## config.mk

```make
export PLATFORM = sky130hd
export DESIGN_NAME = fpu_unpack_prenorm
export DESIGN_NICKNAME = d
export VERILOG_FILES = /design/src/rtl/fpu_unpack_prenorm_pkg.sv /design/src/rtl/fpu_unpack_prenorm_lzc_window.sv /design/src/rtl/fpu_unpack_prenorm.sv
export SDC_FILE = /design/constraint.sdc
export NUM_CORES = 1
export LEC_CHECK = 0
export ABC_CLOCK_PERIOD_IN_PS = 4610
export CORE_MARGIN = 2
export CORE_UTILIZATION = 50
export CTS_CLUSTER_DIAMETER = 50
export DETAILED_ROUTE_END_ITERATION = 8
export GPL_TIMING_DRIVEN = 0
export PLACE_DENSITY = 0.77
export SLEW_MARGIN = 15
export SYNTH_ARGS = -nofsm -noshare
export SYNTH_HDL_FRONTEND = slang
export SYNTH_SLANG_ARGS = --single-unit
```

## constraint.sdc

```tcl
create_clock -name Clk_CI -period 4.61 [get_ports Clk_CI]
set_input_delay 0.6915 -clock Clk_CI [delete_from_list [all_inputs] [get_ports Clk_CI]]
set_output_delay 0.6915 -clock Clk_CI [all_outputs]
set_load 0.01 [all_outputs]
```

## src/rtl/fpu_unpack_prenorm_pkg.sv

```systemverilog
// Shared definitions for the FPU operand unpack / pre-normalization stage.
package fpu_defs;

  // Default field widths (IEEE-754 single precision).
  localparam int FP_EXP_W  = 8;
  localparam int FP_MANT_W = 23;

  // Operand class flags, carried alongside the unpacked fields.
  typedef struct packed {
    logic zero;
    logic denormal;
    logic inf;
    logic nan;
    logic snan;
  } fpu_class_t;

  // Control FSM states.
  typedef enum logic [1:0] {
    ST_IDLE  = 2'd0,
    ST_SHIFT = 2'd1,
    ST_DONE  = 2'd2
  } fpu_prenorm_state_e;

endpackage

```

## src/rtl/fpu_unpack_prenorm_lzc_window.sv

```systemverilog
// Leading-zero count over a small window, plus an all-zero indication.
// The count is only meaningful when all_zero_o is low.
module fpu_lzc_window #(
  parameter int WIDTH = 4,
  parameter int CNT_W = (WIDTH > 1) ? $clog2(WIDTH) : 1
) (
  input  logic [WIDTH-1:0] win_i,
  output logic [CNT_W-1:0] cnt_o,
  output logic             all_zero_o
);

  // seen[i] is set when any bit at or above position i is one.
  logic [WIDTH-1:0] seen;

  genvar gi;
  generate
    for (gi = 0; gi < WIDTH; gi++) begin : g_seen
      assign seen[gi] = |win_i[WIDTH-1:gi];
    end
  endgenerate

  // Leading zeros are exactly the positions with nothing set above them.
  always_comb begin
    int zeros;
    zeros = 0;
    for (int i = 0; i < WIDTH; i++) begin
      if (!seen[i]) zeros = zeros + 1;
    end
    cnt_o      = CNT_W'(zeros);
    all_zero_o = ~seen[0];
  end

endmodule

```

## src/rtl/fpu_unpack_prenorm.sv

```systemverilog
// Operand unpack and pre-normalization: splits a packed float into sign,
// exponent and explicit-leading-bit mantissa, classifies it, and walks
// denormals left a window at a time until the mantissa MSB is one.
module fpu_unpack_prenorm
  import fpu_defs::*;
#(
  parameter int EXP_W      = FP_EXP_W,
  parameter int MANT_W     = FP_MANT_W,
  parameter int SHIFT_STEP = 4
) (
  input  logic                    Clk_CI,
  input  logic                    Rst_RI,
  input  logic [EXP_W+MANT_W:0]   Op_DI,
  input  logic                    In_valid_SI,
  output logic                    In_ready_SO,
  output logic                    Sign_DO,
  output logic signed [EXP_W+1:0] Exp_DO,
  output logic [MANT_W:0]         Mant_DO,
  output logic                    Zero_SO,
  output logic                    Denormal_SO,
  output logic                    Inf_SO,
  output logic                    NaN_SO,
  output logic                    SNaN_SO,
  output logic                    Out_valid_SO,
  input  logic                    Out_ready_SI
);

  localparam int CNT_W = (SHIFT_STEP > 1) ? $clog2(SHIFT_STEP) : 1;
  localparam logic signed [EXP_W+1:0] STEP_EXP = (EXP_W+2)'(SHIFT_STEP);

  fpu_prenorm_state_e state_q, state_d;
  logic                    sign_q, sign_d;
  logic signed [EXP_W+1:0] exp_q, exp_d;
  logic [MANT_W:0]         mant_q, mant_d;
  fpu_class_t              cls_q, cls_d;

  // Decoded view of the incoming operand, ready to be loaded.
  logic                    in_sign;
  logic [EXP_W-1:0]        in_exp;
  logic [MANT_W-1:0]       in_frac;
  logic                    e_zero, e_ones, f_zero;
  fpu_class_t              load_cls;
  logic signed [EXP_W+1:0] load_exp;
  logic [MANT_W:0]         load_mant;
  fpu_prenorm_state_e      load_state;

  logic                    accept;
  logic [CNT_W-1:0]        lz_cnt;
  logic                    lz_all_zero;
  logic signed [EXP_W+1:0] lz_cnt_ext;

  // Field split and classification of the operand on the input port.
  always_comb begin
    in_sign = Op_DI[EXP_W+MANT_W];
    in_exp  = Op_DI[MANT_W +: EXP_W];
    in_frac = Op_DI[MANT_W-1:0];
    e_zero  = ~|in_exp;
    e_ones  = &in_exp;
    f_zero  = ~|in_frac;

    load_cls          = '0;
    load_cls.zero     = e_zero & f_zero;
    load_cls.denormal = e_zero & ~f_zero;
    load_cls.inf      = e_ones & f_zero;
    load_cls.nan      = e_ones & ~f_zero;
    // Quiet bit clear on a NaN marks it signalling.
    load_cls.snan     = e_ones & ~f_zero & ~in_frac[MANT_W-1];

    if (load_cls.zero) begin
      load_mant = '0;
      load_exp  = '0;
    end else if (load_cls.denormal) begin
      // Denormals share the minimum normal exponent (1); shifting subtracts.
      load_mant = {1'b0, in_frac};
      load_exp  = (EXP_W+2)'(1);
    end else begin
      load_mant = {1'b1, in_frac};
      load_exp  = {2'b00, in_exp};
    end

    load_state = load_cls.denormal ? ST_SHIFT : ST_DONE;
  end

  // The shift window is the top SHIFT_STEP bits of the mantissa.
  fpu_lzc_window #(
    .WIDTH (SHIFT_STEP),
    .CNT_W (CNT_W)
  ) u_lzc (
    .win_i      (mant_q[MANT_W -: SHIFT_STEP]),
    .cnt_o      (lz_cnt),
    .all_zero_o (lz_all_zero)
  );

  assign lz_cnt_ext = {{(EXP_W+2-CNT_W){1'b0}}, lz_cnt};

  // Handshake outputs follow directly from the state.
  always_comb begin
    In_ready_SO = 1'b0;
    case (state_q)
      ST_IDLE:  In_ready_SO = 1'b1;
      ST_DONE:  In_ready_SO = Out_ready_SI;
      default:  In_ready_SO = 1'b0;
    endcase
  end

  assign accept       = In_valid_SI & In_ready_SO;
  assign Out_valid_SO = (state_q == ST_DONE);

  // Next-state and datapath update; registers hold unless loaded or shifting.
  always_comb begin
    state_d = state_q;
    sign_d  = sign_q;
    exp_d   = exp_q;
    mant_d  = mant_q;
    cls_d   = cls_q;

    case (state_q)
      ST_IDLE: begin
        if (accept) begin
          state_d = load_state;
          sign_d  = in_sign;
          exp_d   = load_exp;
          mant_d  = load_mant;
          cls_d   = load_cls;
        end
      end

      ST_SHIFT: begin
        if (lz_all_zero) begin
          mant_d = mant_q << SHIFT_STEP;
          exp_d  = exp_q - STEP_EXP;
        end else begin
          mant_d  = mant_q << lz_cnt;
          exp_d   = exp_q - lz_cnt_ext;
          state_d = ST_DONE;
        end
      end

      ST_DONE: begin
        if (Out_ready_SI) begin
          if (accept) begin
            state_d = load_state;
            sign_d  = in_sign;
            exp_d   = load_exp;
            mant_d  = load_mant;
            cls_d   = load_cls;
          end else begin
            state_d = ST_IDLE;
          end
        end
      end

      default: state_d = ST_IDLE;
    endcase
  end

  // State and datapath registers with synchronous reset.
  always_ff @(posedge Clk_CI) begin
    if (Rst_RI) begin
      state_q <= ST_IDLE;
      sign_q  <= 1'b0;
      exp_q   <= '0;
      mant_q  <= '0;
      cls_q   <= '0;
    end else begin
      state_q <= state_d;
      sign_q  <= sign_d;
      exp_q   <= exp_d;
      mant_q  <= mant_d;
      cls_q   <= cls_d;
    end
  end

  assign Sign_DO     = sign_q;
  assign Exp_DO      = exp_q;
  assign Mant_DO     = mant_q;
  assign Zero_SO     = cls_q.zero;
  assign Denormal_SO = cls_q.denormal;
  assign Inf_SO      = cls_q.inf;
  assign NaN_SO      = cls_q.nan;
  assign SNaN_SO     = cls_q.snan;

endmodule

```

# Word-level counts from Yosys, hierarchy flattened
# Index checks and enable logic that the tools add are counted.
classes:
  bitwise: 7
  shift: 1
  add_sub_neg: 5
  n_eq_ne: 5
  mux: 29
  reduce_logical: 14
op_table:
  columns: ["op", "n"]
  rows:
  - ["two-way mux 24 bit", 5]
  - ["case mux 24 bit (3 select lines)", 1]
  - ["two-way mux 10 bit", 4]
  - ["case mux 10 bit (3 select lines)", 1]
  - ["left shift 24 x 2 -> 24 bit", 1]
  - ["OR reduction 23 bit", 1]
  - ["two-way mux 2 bit", 8]
  - ["two-way mux 5 bit", 2]
  - ["case mux 5 bit (2 select lines)", 1]
  - ["subtractor 10 x 3 -> 10 bit", 1]
  - ["subtractor 10 x 4 -> 10 bit, second input constant", 1]
  - ["two-way mux 8 bit", 1]
  - ["AND reduction 8 bit", 1]
  - ["OR reduction 8 bit", 1]
  - ["bitwise AND 1 bit", 6]
  - ["case mux 2 bit (3 select lines)", 1]
  - ["adder 2 bit, second input constant", 2]
  - ["!= test 2 x 1 -> 1 bit, second input constant", 2]
  - ["case mux 1 bit (2 select lines)", 2]
  - ["AND reduction 2 bit", 2]
  - ["OR reduction 4 bit", 1]
  - ["two-way mux 1 bit", 3]
  - ["AND reduction 3 bit", 1]
  - ["nonzero test 3 bit", 1]
  - ["10 further kinds", 11]
word_totals:
  elab_cells: 70
  regBits: 42
  in_bits: 36

# Depth between registers and ports, before layout
# Gate-level depths: netlist (run 1).
depth:
  ltp_word: 11
  depth_mapped: 14

# Cells and area by module
# From an unflattened synthesis (run 1), not the netlist that was laid out.
unflattened:
  cells_unflattened: 369
  hier_area_um2: 2914.0
modules_own_cells:
  columns: ["mod", "seq_area_each_um2", "area_each_um2", "n_inst", "cells_per_inst"]
  rows:
  - ["fpu_unpack_prenorm", 840.8, 2798.9, 1, 355]
  - ["fpu_lzc_window", 0.0, 115.1, 1, 14]

# Worst setup path after synthesis (run 1)
# No wires, ideal clock.
synth_path:
  kind: "flip-flop to flip-flop"
  startpoint: "reg mant_q[23], in the netlist Mant_DO[23]"
  endpoint: "reg exp_q[2], in the netlist Exp_DO[2]"
  slack_ns: 1.560
  setup_ns: 0.132
  synth_period_minus_slack_ns: 3.050
  stages_incl_launch_ff: 13
  t_arrival_ns: 2.918
  n_path_buf: 1
  required_time_ns: 4.478
  path_cell_list: "dfxtp_1 or4_1 buf_4 ha_1 nor2b_1 mux2i_2 and2_1 xnor2_1 ha_1 a21o_1 a31oi_1 mux2i_1 a21oi_1"
synth_between:
  elab_chain_cells: 11
  word_cells_on_any_way: 13
  cone_classes: "add/sub (4); mux (6); reduce/logical (3)"
synth_rtl:
  columns: ["element", "line_no", "source"]
  rows:
  - ["start, declared", "fpu_unpack_prenorm.sv:34", "logic [MANT_W:0] mant_q, mant_d;"]
  - ["start signal, assigned", "fpu_unpack_prenorm.sv:169", "mant_q <= mant_d;"]
  - ["OR reduction 4 bit", "fpu_unpack_prenorm_lzc_window.sv:18", "assign seen[gi] = |win_i[WIDTH-1:gi];"]
  - ["two-way mux 1 bit", "fpu_unpack_prenorm_lzc_window.sv:27", "if (!seen[i]) zeros = zeros + 1;"]
  - ["adder 1 x 1 -> 2 bit", "fpu_unpack_prenorm_lzc_window.sv:27", null]
  - ["two-way mux 2 bit", "fpu_unpack_prenorm_lzc_window.sv:27", null]
  - ["adder 2 bit", "fpu_unpack_prenorm_lzc_window.sv:27", null]
  - ["two-way mux 2 bit", "fpu_unpack_prenorm_lzc_window.sv:27", null]
  - ["adder 2 bit", "fpu_unpack_prenorm_lzc_window.sv:27", null]
  - ["two-way mux 2 bit", "fpu_unpack_prenorm_lzc_window.sv:27", null]
  - ["subtractor 10 x 3 -> 10 bit", "fpu_unpack_prenorm.sv:134", "exp_d = exp_q - lz_cnt_ext;"]
  - ["two-way mux 10 bit (*)", "fpu_unpack_prenorm.sv:129", "if (lz_all_zero) begin"]
  - ["case mux 10 bit (3 select lines) (*)", "fpu_unpack_prenorm.sv:117", "case (state_q)"]
  - ["end signal, assigned", "fpu_unpack_prenorm.sv:168", "exp_q <= exp_d;"]
  - ["end, declared", "fpu_unpack_prenorm.sv:33", "logic signed [EXP_W+1:0] exp_q, exp_d;"]
# Mark *: on every way between the ends. The rest lies on a longest branch, timed or not.
# A chain may end at the register's enable or synchronous reset.

# Final worst setup path (run 1)
layout_path:
  startpoint: "reg mant_q[23], in the netlist Mant_DO[23]"
  endpoint: "reg exp_q[9], in the netlist Exp_DO[9]"
# Same word-level chain as after synthesis.

==> results.md, run 1 <==
- Outcome: complete, no violations
- Overall track demand over capacity in global routing: ~28%
- Total of fill cells in the finished design: roughly 500
- Signal arrival time at the worst endpoint: 3.59 ns
- Number of design-rule violations left by the first detailed-router iteration: roughly 290
- Final-layout worst hold slack: 0.4613 ns
- Reported max-cap violation count: 0
- Post-CTS setup buffer count: 0
- Area of the die: about 6700 um2
- Final cell count without fillers: 501
- Area Overhead vs Synth: 31.18%
- Final count of hold timing violations: 0
- Number of nets still failing antenna checks after routing: 0
- CP startpoint kind: register
- Most used flip-flop cell after synthesis: dfxtp_1
- Fraction of registers with async set or reset after synthesis: 0%
- Number of warnings printed during yosys synthesis: 0
- Portion of the post-synthesis area used by sequential elements: 27.68%
- Synthesized instance count: 342
- Via Count: 3,222
- Category of the critical setup timing path: reg -> reg
- Finish-stage setup viols: 0
- Launch point of the critical path: Mant_DO[23]
- Most common cell after layout, fill and taps aside: clkdlybuf4s50_1
- Kind of end point of the critical path: register
- Syn Area/Cell: 8.883 um2
- Number of buffers created by CTS: 5
- Kind of path behind the tightest hold check: reg -> reg
- Clock-pin slew of the registers on the worst-case setup and hold paths: 0.09 ns
- Aggregate global routing overflow: 0
- Post-Route Setup TNS: 0 ns
- Power density cells: between 200 and 300 nW/um2
- Unrepaired setup endpoints after global routing: no
- Series of cell instances along the critical path: or4_1, buf_4, ha_1, xnor2_2, inv_1, ha_1, inv_1, nand4_1, a31oi_1, nor4_1, mux2_1
- Routed via count divided by cell count: 6.431
- Final weighted congestion of routability-driven global placement: 0.8832
- Via count of the first global-routing pass: 2,931
- Post-DP HPWL: 6884 um
- Maximum number of pins on one net before global-route repair: 16
- Antenna diodes: 0
- Wire length of the first global-routing pass: 14,520 um
- Synthesized area: 3038 um2
- Cell type of the slowest stage on the worst timing path: or4_1
- Synth Register Bits: 42
- Bufs on Longest Clock Path: 2
- Final period utilization: 73.28%
- Data required time at the worst endpoint: 4.82 ns
- Number of levels the H-tree was split into: 2
- Dominant cells by area after synthesis: dfxtp_1, a221oi_2, mux2_4, a221o_1, nor2_1
- Maximum vdd drop: 178.3 uV
- Starting Density: 51.62%
- Area of the placeable core: 5886 um2
- Top cell type by total area after synthesis: dfxtp_1
- Max-Slew Margin vs Limit: about 46%
- Die Wd: 81.95 um
- Cells after DPL: 493
- Final wirelength: 9234 um
- Slew @ Worst Pin: 0.8149 ns
- Biggest cell delay along the critical path: 0.54 ns
- Cts repair resizes: 0
- Port buffer count: 76
- Clock tree root driver cell: clkbuf_8
- Leakage dissipation: between 1.5 and 2 nW
- Commonest cells after routing, fill and taps aside: clkdlybuf4s50_1, dfxtp_1, nor2_1, nor3_1, nand2_1
- Worst clock skew: 0.007093 ns
- Number of library cell types mapped by synthesis: 62
- Detailed-route DRC error count: 0
- Number of synthesized flops with an enable pin: 0
- TritonCTS clock tree: done
- Highest Clock Rate: 296.0 MHz
- Critical Path Fanout Max: 10
- Syn_nets: 385
- Shortest clock period the worst path allows after layout: ~3.4 ns
- Final nets: about 470
- Count of pins on the block boundary: 78
- Startpoint of the worst register-to-register path: Mant_DO[23]
- Die boundary height: 81.95 um
- First-pass iteration count of the detailed router: 5
- CTS hold repair buffers: 0
- Clk sink count: 42
- Area fraction of the dominant cell type after synthesis: about 28%
- Final count of pins violating max slew: 0
- Final routed wire length divided by cell count: 18.43 um
- Startpoint of the most critical hold path: Denormal_SO
- Clock insertion delay at the later pin of the skew report: between 0.3 and 0.4 ns
- Antenna violations before repair: 0
- Share of final-layout standard cells stronger than drive strength 1: between 15 and 20%
- Core Rows: 28
[cells by family (layout without fill, tap and decap cells)]
| logic type | after synthesis | after routing | synth area share [%] |
|---|---|---|---|
| buffers and inverters | 37 | 121 | 5.930 |
| flip-flops | 42 | 42 | 27.68 |
| multiplexers | 28 | 28 | 12.48 |
| adder cells (fa/ha/maj) | 7 | 7 | 2.883 |
| AND/OR/NAND/NOR | 130 | 130 | 21.95 |
| XOR/XNOR | 6 | 6 | 1.977 |
| AO/OA/AOI/OAI | 92 | 92 | 27.10 |
[flip-flops by register name, summed over array words and instances (netlist names)]
register / flops
Zero_SO: 1
Inf_SO: 1
state_q: 2
Denormal_SO: 1
SNaN_SO: 1
Exp_DO: 10
Mant_DO: 24
Sign_DO: 1
NaN_SO: 1
[layer usage]
layer  vias up  share of wire [%]  global-route usage [%]
met2       146                 47                   44.31
li1       1487                  -                       -
met4         0                1.4                   9.667
met3        13                7.5                   4.286
met1      1576                 44                   39.71
met5         -                  0                       0
[stage by stage]
stage | utilization (%) | total power (W) | area (um2) | setup WS [ns]
after floorplan | - | 0.0007371 | 3038 | 1.560
after global placement | 66.14 | 0.0008781 | 3892 | 1.317
after detailed placement | 66.14 | 0.0008879 | 3892 | 1.275
after CTS | 67.71 | 0.001144 | 3985 | 1.249
after global routing | 67.71 | 0.001203 | 3985 | 1.053
final | 67.71 | 0.001144 | 3985 | 1.232
[synth_stat cells (2+ instances only)]
cell	number
buf_6	3
o211ai_1	2
a21o_1	2
nand4_1	4
nand3b_1	3
xnor2_1	4
nand2b_1	4
ha_1	7
or3_1	2
mux2_2	4
a211oi_1	7
nand2_1	20
nor2b_1	4
a221o_1	18
nor3_1	27
mux2_4	15
mux2i_1	5
nor3_2	2
dfxtp_1	42
a221oi_2	17
buf_4	2
nor2_1	38
nor4_1	10
o21ai_0	5
nand3_1	5
a22oi_1	7
inv_1	11
a31oi_1	5
a21oi_1	16
buf_2	5
mux2_1	2
nor4_2	2
clkbuf_1	13
[power by group]
| part | internal (W) | total [W] | switching (W) |
|---|---|---|---|
| sequential | 0.000388 | 0.000425 | 0.0000370 |
| clock | 0.000108 | 0.000257 | 0.000149 |
| combinational | 0.000231 | 0.000462 | 0.000231 |
| total | 0.000727 | 0.00114 | 0.000417 |
[critical path: cells and delay by family (launching register included)]
kind	cells	cell delay, ns
buffers and inverters	3	0.36
AOI/OAI and AO/OA	1	0.37
and+or+nand+nor	3	0.79
DFF	1	0.41
muxes	1	0.32
xor gates and xnor gates	1	0.42
adders and majority gates	2	0.62
[worst paths after layout]
path	to	slack, ns	cells after the start
worst min-delay path	Denormal_SO	0.46	2
worst max-delay path	Exp_DO[9]	1.23	11
worst max register to register	Exp_DO[9]	1.23	11
worst min register to register	Denormal_SO	0.46	2
[cell type report]
class                      instances  area, um2  share of cell area (%)
clock inverter                     3      23.77                  0.5965
sequential                        42      840.8                   21.10
tap                               75      93.84                   2.355
buffer                            24      126.4                   3.171
clock buffer                       5      68.82                   1.727
inverter                          13      53.80                   1.350
timing repair buffer              76      760.7                   19.09
multi-input combinational        263       2017                   50.61
(Power assumes the default switching activity.)
==> run 2, diff against run 1 <==
--- a/config.mk
+++ b/config.mk
@@ -5,13 +5,13 @@
 export SDC_FILE = /design/constraint.sdc
 export NUM_CORES = 1
 export LEC_CHECK = 0
-export ABC_CLOCK_PERIOD_IN_PS = 4610
+export ABC_CLOCK_PERIOD_IN_PS = 2900
 export CORE_MARGIN = 2
-export CORE_UTILIZATION = 50
+export CORE_UTILIZATION = 45
 export CTS_CLUSTER_DIAMETER = 50
 export DETAILED_ROUTE_END_ITERATION = 8
 export GPL_TIMING_DRIVEN = 0
-export PLACE_DENSITY = 0.77
+export PLACE_DENSITY = 0.73
 export SLEW_MARGIN = 15
 export SYNTH_ARGS = -nofsm -noshare
 export SYNTH_HDL_FRONTEND = slang
==> constraint.sdc (replaced) <==
create_clock -name Clk_CI -period 2.9 [get_ports Clk_CI]
set_input_delay 0.435 -clock Clk_CI [delete_from_list [all_inputs] [get_ports Clk_CI]]
set_output_delay 0.435 -clock Clk_CI [all_outputs]
set_load 0.01 [all_outputs]
==> run 2 against run 1 <==
  * The flow now finishes with violations (setup timing)
  * Clock skew hardly changed
  * Maximum frequency is 16% higher
  * Global-route usage is 1.7 points lower
  * Power is 84% higher
  * Hold slack better by 0.0055 ns
  * Sequential power is 59% higher
  * Setup slack worse by 1.2 ns
  * Register-to-register slack worse by 1.2 ns
  * Critical path depth stayed put
  * Non-clock buffer count is 13 higher
  * Clock power is 90% higher
  * Critical endpoint is now Mant_DO[15]
==> results.md, run 2 (same netlist as run 1, synthesis figures left out) <==
- Clk sink count: 42
- Antenna violations before repair: 0
- Shortest clock period the worst path allows after layout: 2.909 ns
- Launch point of the critical path: Mant_DO[23]
- Post-DP HPWL: 6921 um
- Setup slack after layout: -0.009114 ns
- Critical path capture point: Mant_DO[15]
- Data required time at the worst endpoint: 3.07 ns
- Via count of the first global-routing pass: 3,103
- Depth of the most critical reg-to-reg path: 11
- Signal arrival time at the worst endpoint: 3.08 ns
- Flip-flop count of the largest register after layout: 24
- Kind of path behind the tightest hold check: reg -> reg
- Post-route total power: 0.002109 W
- Final period utilization: 100.3%
- Final count of pins violating max slew: 0
- Cell type of the slowest stage on the worst timing path: or4_4
- Number of buffers created by CTS: 5
- Final count of hold timing violations: 0
- Port buffer count: 76
- Bufs on Longest Clock Path: 2
- Die Wd: 86.17 um
- Number of levels the H-tree was split into: 2
- Category of the critical setup timing path: reg -> reg
- Detailed-route DRC error count: 0
- Startpoint of the worst register-to-register path: Mant_DO[23]
- Maximum number of pins on one net before global-route repair: 15
- Routed via count divided by cell count: 6.355
- Critical Path Fanout Max: 10
- CP startpoint kind: register
- Overall track demand over capacity in global routing: 26.64%
- Die boundary height: approximately 86 um
- Maximum vdd drop: ~210 uV
- Share of final-layout standard cells stronger than drive strength 1: between 20% and 30%
- Starting Density: 47.30%
- Cell occurring most often along the worst timing path: mux2i_4
- Count of pins on the block boundary: 78
- Area of the die: 7424 um2
- Logic depth of the worst setup path including buffers: 11
- Worst clock skew: 0.007166 ns
- Clock-pin slew of the registers on the worst-case setup and hold paths: roughly 0.09 ns
- Leakage dissipation: 1.661 nW
- Flop2flop setup slack: -0.009 ns
- Slew @ Worst Pin: 0.7773 ns
- Finish-stage setup viols: 1
- Final weighted congestion of routability-driven global placement: 0.8703
- Antenna diodes: 0
- Area Overhead vs Synth: 41.89%
- Reported max-cap violation count: 0
- Most common cell after layout, fill and taps aside: clkdlybuf4s50_1
- TritonCTS clock tree: done
- Unrepaired setup endpoints after global routing: yes
- Biggest cell delay along the critical path: 0.53 ns
- Final-layout worst hold slack: 0.4668 ns
- Final nets: 481
- Area of the placeable core: roughly 6400 um2
- Number of buffer and inverter stages on the critical path: 3
- Kind of end point of the critical path: register
- Wire length of the first global-routing pass: 15,650 um
- Failing checks: setup timing
- Family of cells with the greatest summed delay on the critical path: multiplexers
- Capture point of the worst reg-to-reg path: Mant_DO[15]
- Final routed wire length divided by cell count: 19.23 um
- Outcome: finished, violations left
- Clock insertion delay at the later pin of the skew report: between 0.3 and 0.4 ns
- Max-Slew Margin vs Limit: 47.99%
- First-pass iteration count of the detailed router: 4
- Commonest cells after routing, fill and taps aside: clkdlybuf4s50_1, dfxtp_1, nor2_1, nor3_1, nand2_1
- Clock tree root driver cell: clkbuf_8
- Via Count: approximately 3,300
- Core Rows: 29
- Power density cells: 489.3 nW/um2
- Number of design-rule violations left by the first detailed-router iteration: 299
- Aggregate global routing overflow: 0
- Highest Clock Rate: around 340 MHz
- Number of nets still failing antenna checks after routing: 0
- Series of cell instances along the critical path: or4_4, buf_6, ha_4, mux2i_4, mux2i_4, buf_4, nand2_8, buf_12, mux2_4, a221oi_2, nor3_1
- Final wirelength: 9924 um
[run 2: cell types whose count changed in the layout (fill, tap and decap cells not counted), moves of 2 or more]
cell	previous run	this run
buf_12	0	2
buf_4	2	13
clkinvlp_4	2	0
dfxtp_1	42	40
ha_1	7	4
ha_4	0	2
mux2i_4	0	2
nor2b_1	4	2
nor4_1	10	8
[run 2: repair_timing]
action | CTS | global route
pin swaps | 5 | 9
gates cloned | 0 | 1
hold buffers | 0 | 0
endpoints found under the setup margin | 23 | 26
gates resized for setup | 12 | 19
setup buffers | 8 | 4
[run 2: where the power goes]
| part | total [W] | switching, W | internal [W] |
|---|---|---|---|
| Sequential | 0.000677 | 0.0000608 | 0.000616 |
| Combinational | 0.000944 | 0.000442 | 0.000502 |
| Clock | 0.000488 | 0.000230 | 0.000258 |
| Total | 0.00211 | 0.000732 | 0.00138 |
[run 2: layer usage]
metal / share of wire [%] / global-route usage (%)
met3: 8.0 / 5.775
met1: 43 / 36.96
met5: 0 / 0
met2: 48 / 41.65
met4: 1.3 / 7.359
[run 2: worst min path at each step]
stage                        to  slack (ns)  cells past startpoint   startpoint
finish                  Sign_DO        0.47                      2      Sign_DO
global route            Sign_DO        0.49                      2      Sign_DO
CTS                     Zero_SO        0.47                      2      Zero_SO
detailed placement      Zero_SO        0.45                      2      Zero_SO
global placement        Sign_DO        0.44                      2      Sign_DO
floorplan           Denormal_SO        0.48                      2  Denormal_SO
[run 2: worst reg2reg max path, delay by kind of cell, from the launching register on]
kind,cells,cell delay (ns)
flops,1,0.35
mux,3,0.78
simple gates,3,0.69
fa+ha+maj,1,0.16
compound gates,1,0.29
buf+inv,3,0.50
[run 2: layout make-up]
type	instances	area (um2)
clock buffer	5	68.82
multi-input combinational	263	2178
fill	546	2112
inverter	13	53.80
buffer	24	147.6
sequential	42	845.8
timing repair buffer	89	875.8
tap	77	96.34
clock inverter	3	43.79
[run 2: per-stage QoR]
stage,util [%],setup TNS [ns],std cells,setup WS (ns),cell area (um2)
finish,67.11,-0.009114,516,-0.009114,4310
global route,67.11,-0.7912,516,-0.07154,4310
CTS,64.56,0,511,0.008905,4146
detailed placement,60.94,-1.048,495,-0.2520,3914
global placement,60.94,-0.8335,495,-0.2203,3914
floorplan,-,0,342,0.05284,3057
